**src/rtl/mem_wb_stage.sv**
```systemverilog
// MEM/WB pipeline register: extracts load data, flags misaligned loads and qualifies the rd write.
// Define INSTRET_CNT_EN to build the retired-instruction counter; otherwise instret_o is tied to 0.
module mem_wb_stage (
  input  logic        clk_i,
  input  logic        rst_ni,
  input  logic        stall_i,
  input  logic        flush_i,
  input  logic        mem_valid_i,
  input  logic [4:0]  mem_rd_addr_i,
  input  logic        mem_rd_wren_i,
  input  logic [1:0]  mem_wb_sel_i,
  input  logic [2:0]  mem_funct3_i,
  input  logic [31:0] mem_alu_data_i,
  input  logic [31:0] mem_pc4_i,
  input  logic [31:0] mem_ld_data_i,
  output logic        wb_valid_o,
  output logic [4:0]  wb_rd_addr_o,
  output logic        wb_rd_wren_o,
  output logic [31:0] wb_rd_data_o,
  output logic        wb_misalign_o,
  output logic [31:0] instret_o
);

  logic        valid_q, valid_d;
  logic [4:0]  rd_addr_q, rd_addr_d;
  logic        wren_q, wren_d;
  logic [31:0] data_q, data_d;
  logic        misalign_q, misalign_d;

  logic [1:0]  off;
  logic [7:0]  ld_byte;
  logic [15:0] ld_half;
  logic [31:0] ld_res;
  logic        ld_mis;
  logic        ld_ill;
  logic        is_load;
  logic        cap_mis;
  logic        cap_bad;
  logic [31:0] cap_data;

  // Load extraction from the word-aligned data using the address byte offset.
  always_comb begin
    off     = mem_alu_data_i[1:0];
    ld_byte = mem_ld_data_i[7:0];
    unique case (off)
      2'd0: ld_byte = mem_ld_data_i[7:0];
      2'd1: ld_byte = mem_ld_data_i[15:8];
      2'd2: ld_byte = mem_ld_data_i[23:16];
      2'd3: ld_byte = mem_ld_data_i[31:24];
      default: ld_byte = mem_ld_data_i[7:0];
    endcase
    ld_half = off[1] ? mem_ld_data_i[31:16] : mem_ld_data_i[15:0];
    ld_res  = '0;
    ld_mis  = 1'b0;
    ld_ill  = 1'b0;
    case (mem_funct3_i)
      3'b000: ld_res = {{24{ld_byte[7]}}, ld_byte};
      3'b100: ld_res = {24'h0, ld_byte};
      3'b001: begin
        ld_res = {{16{ld_half[15]}}, ld_half};
        ld_mis = off[0];
      end
      3'b101: begin
        ld_res = {16'h0, ld_half};
        ld_mis = off[0];
      end
      3'b010: begin
        ld_res = mem_ld_data_i;
        ld_mis = |off;
      end
      default: ld_ill = 1'b1;
    endcase
  end

  always_comb begin
    is_load = (mem_wb_sel_i == 2'b01);
    cap_mis = is_load & ld_mis;
    cap_bad = is_load & (ld_mis | ld_ill);
    case (mem_wb_sel_i)
      2'b01:   cap_data = cap_bad ? 32'h0 : ld_res;
      2'b10:   cap_data = mem_pc4_i;
      default: cap_data = mem_alu_data_i;
    endcase
  end

  // Flush beats stall; an invalid MEM instruction captures the same bubble as a flush.
  always_comb begin
    valid_d    = valid_q;
    rd_addr_d  = rd_addr_q;
    wren_d     = wren_q;
    data_d     = data_q;
    misalign_d = misalign_q;
    if (flush_i || (!stall_i && !mem_valid_i)) begin
      valid_d    = 1'b0;
      rd_addr_d  = '0;
      wren_d     = 1'b0;
      data_d     = '0;
      misalign_d = 1'b0;
    end else if (!stall_i) begin
      valid_d    = 1'b1;
      rd_addr_d  = mem_rd_addr_i;
      wren_d     = mem_rd_wren_i & (mem_rd_addr_i != 5'd0) & ~cap_bad;
      data_d     = cap_data;
      misalign_d = cap_mis;
    end
  end

  always_ff @(posedge clk_i or negedge rst_ni) begin
    if (!rst_ni) begin
      valid_q    <= 1'b0;
      rd_addr_q  <= '0;
      wren_q     <= 1'b0;
      data_q     <= '0;
      misalign_q <= 1'b0;
    end else begin
      valid_q    <= valid_d;
      rd_addr_q  <= rd_addr_d;
      wren_q     <= wren_d;
      data_q     <= data_d;
      misalign_q <= misalign_d;
    end
  end

  assign wb_valid_o    = valid_q;
  assign wb_rd_addr_o  = rd_addr_q;
  assign wb_rd_wren_o  = wren_q;
  assign wb_rd_data_o  = data_q;
  assign wb_misalign_o = misalign_q;

`ifdef INSTRET_CNT_EN
  logic [31:0] instret_q, instret_d;

  // Counts the instruction leaving WB on this edge; wraps naturally at 32 bits.
  always_comb begin
    instret_d = instret_q;
    if (valid_q && !misalign_q && !stall_i) begin
      instret_d = instret_q + 32'd1;
    end
  end

  always_ff @(posedge clk_i or negedge rst_ni) begin
    if (!rst_ni) begin
      instret_q <= '0;
    end else begin
      instret_q <= instret_d;
    end
  end

  assign instret_o = instret_q;
`else
  assign instret_o = '0;
`endif

endmodule

```
**config.mk**
```make
export PLATFORM = sky130hd
export DESIGN_NAME = mem_wb_stage
export DESIGN_NICKNAME = d
export VERILOG_FILES = /design/src/rtl/mem_wb_stage.sv
export SDC_FILE = /design/constraint.sdc
export NUM_CORES = 1
export LEC_CHECK = 0
export ABC_CLOCK_PERIOD_IN_PS = 2200
export CAP_MARGIN = 20
export CELL_PAD_IN_SITES_DETAIL_PLACEMENT = 1
export CELL_PAD_IN_SITES_GLOBAL_PLACEMENT = 2
export CORE_MARGIN = 3
export CORE_UTILIZATION = 23
export CTS_CLUSTER_DIAMETER = 80
export DETAILED_ROUTE_END_ITERATION = 10
export GPL_TIMING_DRIVEN = 0
export PLACE_DENSITY_LB_ADDON = 0.3
export RECOVER_POWER = 100
export SETUP_SLACK_MARGIN = 0.05
export SYNTH_ARGS = -nofsm -noshare
export SYNTH_HDL_FRONTEND = slang
export SYNTH_SLANG_ARGS = --single-unit
```
**constraint.sdc**
```tcl
create_clock -name clk_i -period 2.2 [get_ports clk_i]
set_input_delay 0.55 -clock clk_i [delete_from_list [all_inputs] [get_ports clk_i]]
set_output_delay 0.55 -clock clk_i [all_outputs]
set_load 0.02 [all_outputs]
```
==> summary.txt <==
Clock network
  – CTS Root Cell: clkbuf_16
  – Worst skew pair latency: 0.29 ns
  – CTS Buffer Depth: 2
  – CTS tree: yes
  – Hold_buf cts: 0
  – Cts bufs inserted: 5
  – Clk slew on worst S/H paths: 0.06 ns
  – H-tree levels: 2
  – CTS sink cnt: 40

Floorplanning
  – # rows: 43
  – Die width: 126.5 um
  – Die area: 0.01601 mm2
  – Die H: 126.5 um
  – Total core area: 0.01404 mm2
  – Initial core utilization: 23.80%
  – I/O Pins: 184

Place
  – Post-Place Cell Area: 0.005200 mm2
  – Final Wtd Congestion: 0.8002
  – DPL Wire Length: 12650 um
  – I/O Buffers: 150
  – Worst slack, placed: -0.9957 ns

Final layout
  – Ant. Diodes: 0
  – Multi-input gate area: 0.002007 mm2
  – Register area: 0.001001 mm2
  – Nets@finish: 689
  – Post-Layout Inst Area: 0.005443 mm2
  – Util after Layout: 38.76%
  – Area growth, synth to finish: 62.86%
  – Share of cells above drive strength 1: 14.78%
  – Fill cell count: 1611

Power and ir drop
  – PnR Total Power: 2.331 mW
  – Leak: 2.394 nW
  – Power per cell area: 428.2 mW/mm2
  – VDD IR max: 0.2103 mV

Global routing
  – Largest net degree at the start of global routing: 28
  – Initial antenna violation count: 0
  – Vias in the first global route: 4202
  – Met3 Use GR: 4.379%
  – Grt total ovfl: 0
  – Met1 Use GR: 24.26%
  – First-pass GRT wire length: 24340 um
  – GRT Total Usage: 19.40%
  – Routing usage on met2: 33.37%
  – GRT busiest layer: met2

Routing
  – Vias/cell: 5.188
  – DRC viols: 0
  – Final ANT Viol Nets: 0
  – Via count: 3917
  – Final WL: 15900 um
  – Iteration-0 DRC Markers: 164
  – DR WL/cell: 21.06 um
  – Drt first pass iters: 5

Timing
  – Count of final setup violators: 0
  – RSZ-0062 raised after global routing: false
  – Hold WS: 0.3618 ns
  – Slew @ Worst Pin: 0.8896 ns
  – Max-slew headroom: 40.69%
  – Clock skew: 0 ns
  – Setup ws final: 0.09742 ns
  – Final Cycle Share: 95.57%
  – Slew Limit Fails: 0
  – Fin. Hold Viols: 0
  – Min cycle time layout: 2.103 ns
  – Max Freq: 0.4756 GHz

Worst setup path
  – Critical Path Source Type: input port
  – Data required, critical path: 2.37 ns
  – CP Data Arrival Time: 2.28 ns
  – CP most frequent cell: a221o_1
  – Crit-path cells: clkdlybuf4s50_1 > mux4_2 > a221o_1 > o211a_1 > a221o_1
  – CP Capture Type: flop
  – Crit-path max cell delay: 0.50 ns
  – Worst R2R Setup Slack: 1.35 ns
  – Slowest cell on crit path: mux4_2
  – Worst Path Max Fanout: 4
  – Category of the most critical setup path: in -> reg

Logic synthesis
  – Most numerous cell in the Yosys netlist: dfrtp_1
  – Yosys warnings: 0
  – Synth async-reset ratio: 100.0%
  – Cell Area, Synth: 0.003342 mm2
  – Avg Inst Size Synth: 8.795 um2
  – Share of the synthesized area in the top cell type: 29.95%
  – Yosys reg bits: 40
  – Area contributors post-synth: dfrtp_1 30%, o211ai_1 7.9%, buf_4 7.2%, o2111ai_1 6.6%, a22oi_1 5.6%
  – Main synth FF type: dfrtp_1
  – Sequential share of the synthesized area: 29.95%
  – Count of cell types in the netlist: 46
  – Synth cell count leaders: 40 x dfrtp_1, 35 x o211ai_1, 33 x nand2_1
  – Post-synthesis cell count: 380
  – Leading area contributor after synthesis: dfrtp_1
  – Number of enable flip-flop cells after synthesis: 0

Worst hold path
  – Hold Crit Class: in -> async

Status
  – Status: finished clean

Run
  – Max-cap violations: 0
## metrics by stage
step	TNS (ns)	instances
after floorplan	0	411
after global placement	-51.16	741
after detailed placement	-26.74	742
after CTS	0	755
after global routing	0	755
final	0	755
## kinds of logic (layout without fill, tap and decap cells)
| family | Yosys count | count (layout) | share of synthesized area, % |
|---|---|---|---|
| adder cells (fa/ha/maj) | 2 | 2 | 0.7487 |
| flip-flops | 40 | 40 | 29.95 |
| buffers and inverters | 85 | 249 | 14.64 |
| AND/OR/NAND/NOR | 65 | 65 | 9.921 |
| AO/OA/AOI/OAI | 171 | 171 | 39.46 |
| other | 1 | 32 | 0.1122 |
| multiplexers | 16 | 16 | 5.166 |
## what timing repair did
item / CTS / global route
setup endpoints to repair: 33 / 30
buffers inserted: 7 / 0
gates cloned: 2 / 0
resized for setup: 34 / 17
pin swaps: 6 / 4
## cell type report
cell class                      count  area share (%)
Clock buffer                        6           2.368
Sequential cell                    40           18.39
Buffer                             67           8.299
Multi-Input combinational cell    286           36.87
Inverter                           15           1.034
Tap cell                          180           4.138
Clock inverter                      1         0.09195
Timing Repair Buffer              160           28.80
## where the power goes
part	total [mW]	switching, mW	internal, mW	leakage [nW]
sequential	0.779	0.0150	0.764	0.549
clock	0.718	0.304	0.413	0.0667
combinational	0.834	0.437	0.397	1.78
## layout by cell type (no fill, tap or decap), types with 6 or more instances in the layout
cell / netlist / layout
a21oi_1: 10 / 10
a22o_1: 20 / 20
a22oi_1: 25 / 25
a2bb2oi_1: 6 / 6
buf_4: 32 / 39
buf_6: 6 / 7
clkbuf_1: 27 / 12
clkbuf_2: 0 / 13
clkdlybuf4s50_1: 0 / 99
conb_1: 1 / 32
dfrtp_1: 40 / 40
dlygate4sd3_1: 0 / 40
inv_1: 15 / 15
mux2i_1: 15 / 15
nand2_1: 33 / 33
nand2b_1: 10 / 9
nor2_1: 6 / 6
o2111ai_1: 25 / 25
o211ai_1: 35 / 35
o21ai_0: 10 / 13
o21ai_1: 14 / 11
o2bb2ai_1: 10 / 10
## registers in the layout (all words and copies together), names as in the netlist
signal	count
wb_rd_addr_o	5
wb_rd_data_o	32
wb_rd_wren_o	1
wb_misalign_o	1
wb_valid_o	1
## per-layer routing
layer | vias to the layer above | share of wire (%)
li1 | 1802 | -
met1 | 1953 | 41
met3 | 21 | 7.3
met4 | 0 | 2.1
met5 | - | 0
met2 | 141 | 50
## critical path: cells and delay by family
kind | cells | cell delay (ns)
mux | 1 | 0.50
compound gates | 3 | 0.75
buf+inv | 1 | 0.47
## final timing paths
kind                                    from                to  cells past startpoint
hold / removal                        rst_ni  wb_rd_data_o[14]                      1
setup reg to reg            wb_rd_data_o[19]  wb_rd_data_o[19]                      2
setup / recovery           mem_ld_data_i[15]   wb_rd_data_o[7]                      5
max in group asynchronous             rst_ni   wb_rd_data_o[0]                      2
hold reg to reg                 wb_rd_wren_o      wb_rd_wren_o                      2
min in group clk_i              wb_rd_wren_o      wb_rd_wren_o                      2
(Power assumes the default switching activity.)
